File: src/rtl/uart_pkg.sv
`default_nettype none
// +--------------------------------------------------------------------+
// | uart_pkg : constants and tx state encoding shared by the UART core |
// | Rev 1.0                                                            |
// +--------------------------------------------------------------------+
package uart_pkg;

  localparam int UART_DATA_BITS            = 8;
  localparam int UART_DEFAULT_CLKS_PER_BIT = 434;

  typedef enum logic [2:0] {
    S_IDLE   = 3'd0,
    S_START  = 3'd1,
    S_DATA   = 3'd2,
    S_PARITY = 3'd3,
    S_STOP   = 3'd4
  } tx_state_e;

endpackage
`default_nettype wire

File: src/rtl/uart_tx_if.sv
`default_nettype none
// +--------------------------------------------------------------------+
// | uart_tx_if : byte handshake and serial line of the UART transmitter |
// | Rev 1.0                                                            |
// +--------------------------------------------------------------------+
interface uart_tx_if;
  import uart_pkg::*;

  logic                      tx_valid;
  logic                      tx_ready;
  logic [UART_DATA_BITS-1:0] tx_data;
  logic                      tx;
  logic                      tx_busy;

  modport master (
    output tx_valid,
    output tx_data,
    input  tx_ready,
    input  tx,
    input  tx_busy
  );

  modport slave (
    input  tx_valid,
    input  tx_data,
    output tx_ready,
    output tx,
    output tx_busy
  );

endinterface
`default_nettype wire

File: src/rtl/uart_baud_gen.sv
`default_nettype none
// +--------------------------------------------------------------------+
// | uart_baud_gen : bit-period counter, pulses bit_done on last cycle  |
// | Rev 1.0                                                            |
// +--------------------------------------------------------------------+
module uart_baud_gen #(
  parameter int CLKS_PER_BIT = 434
) (
  input  logic clk,
  input  logic reset,
  input  logic clear,
  output logic bit_done
);

  localparam int                 c_CNT_W   = (CLKS_PER_BIT > 1) ? $clog2(CLKS_PER_BIT) : 1;
  localparam logic [c_CNT_W-1:0] c_CNT_MAX = c_CNT_W'(CLKS_PER_BIT - 1);

  logic [c_CNT_W-1:0] r_count;

  // Wrapping exactly at each bit boundary keeps bit edges drift-free.
  always_ff @(posedge clk) begin
    if (reset || clear) begin
      r_count <= '0;
    end else if (r_count == c_CNT_MAX) begin
      r_count <= '0;
    end else begin
      r_count <= r_count + c_CNT_W'(1);
    end
  end

  assign bit_done = (r_count == c_CNT_MAX);

endmodule
`default_nettype wire

File: src/rtl/uart_tx.sv
`default_nettype none
// +--------------------------------------------------------------------+
// | uart_tx : 8-bit serial transmitter, start/8 data/[parity]/stop     |
// | Optional parity bit enabled by macro UART_TX_PARITY_EN. Rev 1.0    |
// +--------------------------------------------------------------------+
module uart_tx
  import uart_pkg::*;
#(
  parameter int CLKS_PER_BIT = UART_DEFAULT_CLKS_PER_BIT,
  parameter int STOP_BITS    = 1,
  parameter int PARITY_ODD   = 0
) (
  input  logic      clk,
  input  logic      reset,
  uart_tx_if.slave  bus
);

  localparam int                 c_IDX_W    = $clog2(UART_DATA_BITS);
  localparam logic [c_IDX_W-1:0] c_LAST_BIT = c_IDX_W'(UART_DATA_BITS - 1);

  tx_state_e                 r_state;
  logic                      r_tx;
  logic [UART_DATA_BITS-1:0] r_shift;
  logic [c_IDX_W-1:0]        r_bit_idx;
  logic                      r_stop_idx;

  logic w_bit_done;
  logic w_baud_clear;
  logic w_last_stop;

  // Counter is held at zero while idle so START always begins on a fresh count.
  assign w_baud_clear = (r_state == S_IDLE);
  assign w_last_stop  = (STOP_BITS == 1) ? 1'b1 : r_stop_idx;

  uart_baud_gen #(
    .CLKS_PER_BIT (CLKS_PER_BIT)
  ) u_baud (
    .clk      (clk),
    .reset    (reset),
    .clear    (w_baud_clear),
    .bit_done (w_bit_done)
  );

`ifdef UART_TX_PARITY_EN
  logic r_parity;

  always_ff @(posedge clk) begin
    if (reset) begin
      r_parity <= 1'b0;
    end else if ((r_state == S_IDLE) && bus.tx_valid) begin
      r_parity <= (PARITY_ODD != 0) ? ~^bus.tx_data : ^bus.tx_data;
    end
  end
`else
  if (PARITY_ODD != 0) begin : g_parity_odd_ignored
  end
`endif

  always_ff @(posedge clk) begin
    if (reset) begin
      r_state    <= S_IDLE;
      r_tx       <= 1'b1;
      r_shift    <= '0;
      r_bit_idx  <= '0;
      r_stop_idx <= 1'b0;
    end else begin
      case (r_state)
        S_IDLE: begin
          r_tx <= 1'b1;
          if (bus.tx_valid) begin
            r_state    <= S_START;
            r_tx       <= 1'b0;
            r_shift    <= bus.tx_data;
            r_bit_idx  <= '0;
            r_stop_idx <= 1'b0;
          end
        end
        S_START: begin
          if (w_bit_done) begin
            r_state <= S_DATA;
            r_tx    <= r_shift[0];
          end
        end
        S_DATA: begin
          if (w_bit_done) begin
            r_shift <= r_shift >> 1;
            if (r_bit_idx == c_LAST_BIT) begin
              r_bit_idx <= '0;
`ifdef UART_TX_PARITY_EN
              r_state   <= S_PARITY;
              r_tx      <= r_parity;
`else
              r_state   <= S_STOP;
              r_tx      <= 1'b1;
`endif
            end else begin
              r_bit_idx <= r_bit_idx + c_IDX_W'(1);
              r_tx      <= r_shift[1];
            end
          end
        end
`ifdef UART_TX_PARITY_EN
        S_PARITY: begin
          if (w_bit_done) begin
            r_state <= S_STOP;
            r_tx    <= 1'b1;
          end
        end
`endif
        S_STOP: begin
          r_tx <= 1'b1;
          if (w_bit_done) begin
            if (w_last_stop) begin
              r_state    <= S_IDLE;
              r_stop_idx <= 1'b0;
            end else begin
              r_stop_idx <= 1'b1;
            end
          end
        end
        default: begin
          r_state <= S_IDLE;
          r_tx    <= 1'b1;
        end
      endcase
    end
  end

  assign bus.tx       = r_tx;
  assign bus.tx_ready = (r_state == S_IDLE);
  assign bus.tx_busy  = (r_state != S_IDLE);

endmodule
`default_nettype wire

File: src/flat_wrapper.sv
// flat-port wrapper written by rule: the top's interface ports become plain ports
module uart_tx_flat import uart_pkg::*;
#(
  parameter int CLKS_PER_BIT = UART_DEFAULT_CLKS_PER_BIT,
  parameter int STOP_BITS    = 1,
  parameter int PARITY_ODD   = 0
)
  (clk, reset, bus_tx_valid, bus_tx_data, bus_tx_ready, bus_tx, bus_tx_busy);
  uart_tx_if bus_i ();
  input  logic clk;
  input  logic reset;
  input wire logic [$bits(bus_i.tx_valid)-1:0] bus_tx_valid;
  input wire logic [$bits(bus_i.tx_data)-1:0] bus_tx_data;
  output wire logic [$bits(bus_i.tx_ready)-1:0] bus_tx_ready;
  output wire logic [$bits(bus_i.tx)-1:0] bus_tx;
  output wire logic [$bits(bus_i.tx_busy)-1:0] bus_tx_busy;
  assign bus_i.tx_valid = bus_tx_valid;
  assign bus_i.tx_data = bus_tx_data;
  assign bus_tx_ready = bus_i.tx_ready;
  assign bus_tx = bus_i.tx;
  assign bus_tx_busy = bus_i.tx_busy;
  uart_tx #(.CLKS_PER_BIT(CLKS_PER_BIT), .STOP_BITS(STOP_BITS), .PARITY_ODD(PARITY_ODD)) u_core (.clk(clk), .reset(reset), .bus(bus_i));
endmodule
File: config.mk
export PLATFORM = sky130hd
export DESIGN_NAME = uart_tx_flat
export DESIGN_NICKNAME = d
export VERILOG_FILES = /design/src/rtl/uart_pkg.sv /design/src/rtl/uart_tx_if.sv /design/src/rtl/uart_baud_gen.sv /design/src/rtl/uart_tx.sv /design/src/flat_wrapper.sv
export SDC_FILE = /design/constraint.sdc
export NUM_CORES = 1
export LEC_CHECK = 0
export CAP_MARGIN = 20
export CORE_MARGIN = 1
export CORE_UTILIZATION = 49
export DETAILED_ROUTE_END_ITERATION = 6
export DONT_BUFFER_PORTS = 1
export PLACE_DENSITY = 0.67
export SYNTH_ARGS = -nofsm -noshare
export SYNTH_HDL_FRONTEND = slang
export SYNTH_SLANG_ARGS = --single-unit
File: constraint.sdc
create_clock -name clk -period 1.6 [get_ports clk]
set_input_delay 0.4 -clock clk [delete_from_list [all_inputs] [get_ports clk]]
set_output_delay 0.4 -clock clk [all_outputs]
set_load 0.005 [all_outputs]
==> results of run 1 <==
state kept, by name, summed over array words and instances, names as in the netlist:
name and flops:
u_core.r_shift 8, u_core.r_bit_idx 3, u_core.bus.tx 1, u_core.r_state 3
u_core.u_baud.r_count 9
Yosys cell counts:
cell and count:
dfxtp_1 24, o211ai_1 2, nor3b_2 1, nor3_1 3, nand3b_1 1, xor2_1 2
a31o_2 1, a211oi_1 9, nor2_1 18, xnor2_1 5, a21oi_1 7, or3_1 3
mux2i_1 7, buf_4 2, inv_1 5, nor4b_2 1, nand4_1 1, ha_1 4
o21ai_0 2, nand2_1 5, and4b_1 1, nand3_1 10, and3_2 1, nor2b_1 2
buf_6 2, and4bb_2 1, a31oi_1 1, nor4_1 1, clkbuf_1 2, and2_4 1
o21a_1 1, a22oi_1 1, buf_2 1
power by group through the flow:
stage / Combinational, W / Sequential, W / Clock, W
2_1_floorplan: 0.0000680 / 0.000648 / 0
3_3_place_gp: 0.0000808 / 0.000651 / 0
3_5_place_dp: 0.0000829 / 0.000652 / 0
4_1_cts: 0.0000856 / 0.000638 / 0.000261
5_1_grt: 0.000100 / 0.000643 / 0.000288
6_report: 0.0000879 / 0.000639 / 0.000250
worst max-delay path by stage:
stage / startpoint / to / slack [ns] / cells after the start
2_1_floorplan: u_core.u_baud.r_count[1] / u_core.u_baud.r_count[2] / 0.02 / 8
3_5_place_dp: u_core.u_baud.r_count[1] / u_core.u_baud.r_count[2] / -0.02 / 6
3_3_place_gp: u_core.u_baud.r_count[1] / u_core.u_baud.r_count[2] / 0.02 / 6
4_1_cts: u_core.r_state[2] / bus_tx_busy / 0.002 / 3
6_report: u_core.u_baud.r_count[1] / u_core.r_bit_idx[0] / 0.09 / 7
5_1_grt: u_core.u_baud.r_count[1] / u_core.r_bit_idx[0] / -0.03 / 7
metrics by stage:
stage / utilization (%) / power, W / cells / setup TNS, ns / hold WS, ns
2_1_floorplan: - / 0.0007162 / 128 / 0 / 0.4316
3_3_place_gp: 56.45 / 0.0007314 / 163 / 0 / 0.4377
3_5_place_dp: 56.45 / 0.0007346 / 163 / -0.05720 / 0.4476
4_1_cts: 57.75 / 0.0009848 / 166 / 0 / 0.1355
5_1_grt: 59.50 / 0.001032 / 167 / -0.02993 / 0.1165
6_report: 59.50 / 0.0009771 / 167 / 0 / 0.1477
what timing repair did:
item	in CTS	in global routing
buffers inserted	0	1
endpoints found under the setup margin	10	20
pin swaps	0	2
gates resized for setup	2	7
worst max-delay path: stages (launching register included):
cell and delay [ns]:
dfxtp_2 0.34, inv_1 0.04, ha_1 0.12, and4b_2 0.28, buf_4 0.14, nand3_2 0.09, or3_1 0.32, a21oi_1 0.13
cells by family after synthesis:
group | after synthesis | share of synthesized area [%]
AND/OR/NAND/NOR | 50 | 23.24
AO/OA/AOI/OAI | 24 | 13.62
flip-flops | 24 | 41.51
buffers and inverters | 12 | 5.945
XOR/XNOR | 7 | 5.297
multiplexers | 7 | 6.054
adder cells (fa/ha/maj) | 4 | 4.324
layout by cell type, fill, tap and decap left out, types with 3 or more instances in the layout:
master,instances
a211oi_1,8
buf_4,14
mux2i_1,7
dfxtp_1,22
a21oi_1,7
nand2_1,5
nor2_1,17
xnor2_1,5
ha_1,4
inv_1,5
clkbuf_4,3
nand3_1,9
layer usage:
| metal | vias up | GRT usage, % |
|---|---|---|
| li1 | 476 | - |
| met1 | 421 | 23.74 |
| met2 | 14 | 30.44 |
| met3 | 2 | 4.545 |
| met4 | 0 | 8.333 |
| met5 | - | 0 |
area by class of cell:
class                      instances  area (um2)  share of cell area [%]
multi-input combinational         92       640.6                   48.67
sequential                        24       483.0                   36.69
timing repair buffer              15       116.4                   8.840
tap                               28       35.03                   2.662
clock buffer                       3       22.52                   1.711
inverter                           5       18.77                   1.426
==> metrics, run 1 <==
Clock power frac between 20% and 30%; Final period util 94.41%; Slew Limit Fails 0; number of CTS-inserted buffers 3; DR iter-0 viols 10; Clock Latency Late Sink 0.30 ns; vias in the first global route 882; WHS Path Cells 1; drt first pass iters 4; antenna viol nets, final 0; P_int 0.0007542 W; antenna violations before repair 0; Hold Crit Class in2reg; Initial Utilization 52.32%; CTS tree built; crit path kind reg2reg; mean cell area of the mapped netlist 9.042 um2; DIE AREA 2560 um2; Setup crit start kind flip-flop; normalized max-slew margin 73.59%; Reg power frac 65.4%; PortBufs 0; Slew @ Worst Pin 0.3951 ns; mapped cell area 1157 um2; combinational share of power 9.0%; run status finished clean; r2r startpoint u_core.u_baud.r_count[1]; Met2 Wirelength about 1.0 mm; I/O pin count 14; Seq/Total Area, Yosys 41.51%; Final Hold Viols 0; clk root buf clkbuf_4; layout filler cell count 203; R2R setup slack 0.09 ns; final instance area 1316 um2; HP Start reset; Netlist cell types 33; layout cells sized above 1 a little under a quarter; P&R area growth vs syn 13.73%; pwr dens ~740 nW/um2; #FFs+latches synth 24; FF-to-FF End u_core.r_bit_idx[0]; post-route DRC violation count 0; Post-DP HPWL about 1.6 mm; Post-Route M1 WL 1.028 mm; clk sinks 24; main area contributors after synthesis dfxtp_1, mux2i_1, a211oi_1; Final WS setup 0.08946 ns; Worst Setup End Kind flip-flop; Die H 50.60 um; routability cong. 0.7912; top routing layer in use met4; Hold Crit Endpoint u_core.r_state[2]; core region area 2212 um2; GRT Residual Overflow 0; WL/cell 12.78 um; WL final 2.134 mm; Nets 156; DR vias/cell 5.467; first-pass GRT wire length 3.594 mm; row count 17; fin crit period 1.511 ns; worst endpoint required time ~1.8 ns; Sw Pwr approximately 0.00022 W; Worst Clk Skew 0.001996 ns; sw frac 22.81%; Mapped Nets around 140; maxcap violations 0; leakage 0.4715 nW; Yosys top cell area share 41.51%; met3 wire length 81 um; Clk pin slew, worst setup/hold paths between 0.1 and 0.15 ns; Max Root-Sink Buffers 2; CTS H-tree lvls 1; unrepaired setup endpoints after global routing true; CP Max Fanout 5; Max VDD drop ~0.00074 V; r2r worst-path depth 7; antenna cells 0; largest net degree at the start of global routing 17; Max Fclk 662.0 MHz; hold-fix buffers at CTS 0; leading area contributor after synthesis dfxtp_1; final setup fails 0; Placed Area 1249 um2; yosys warns 0; total track usage 18.88%; die width 50.60 um; Crit path arrival time 1.75 ns; Mapped Cells 128; worst slack, placed -0.02401 ns; routed vias ~910
No activity file was read; power rests on OpenSTA's default activity.
==> run 2: changes to the inputs <==
CTS_CLUSTER_DIAMETER = 200   (was not set)
==> results of run 2 <==
The final DEF is identical to that of run 1; final timing and power are the same.
==> run 3: changes to the inputs <==
SKIP_LAST_GASP = 1   (was not set)
==> results of run 3 <==
The final DEF is identical to that of run 1; final timing and power are the same.
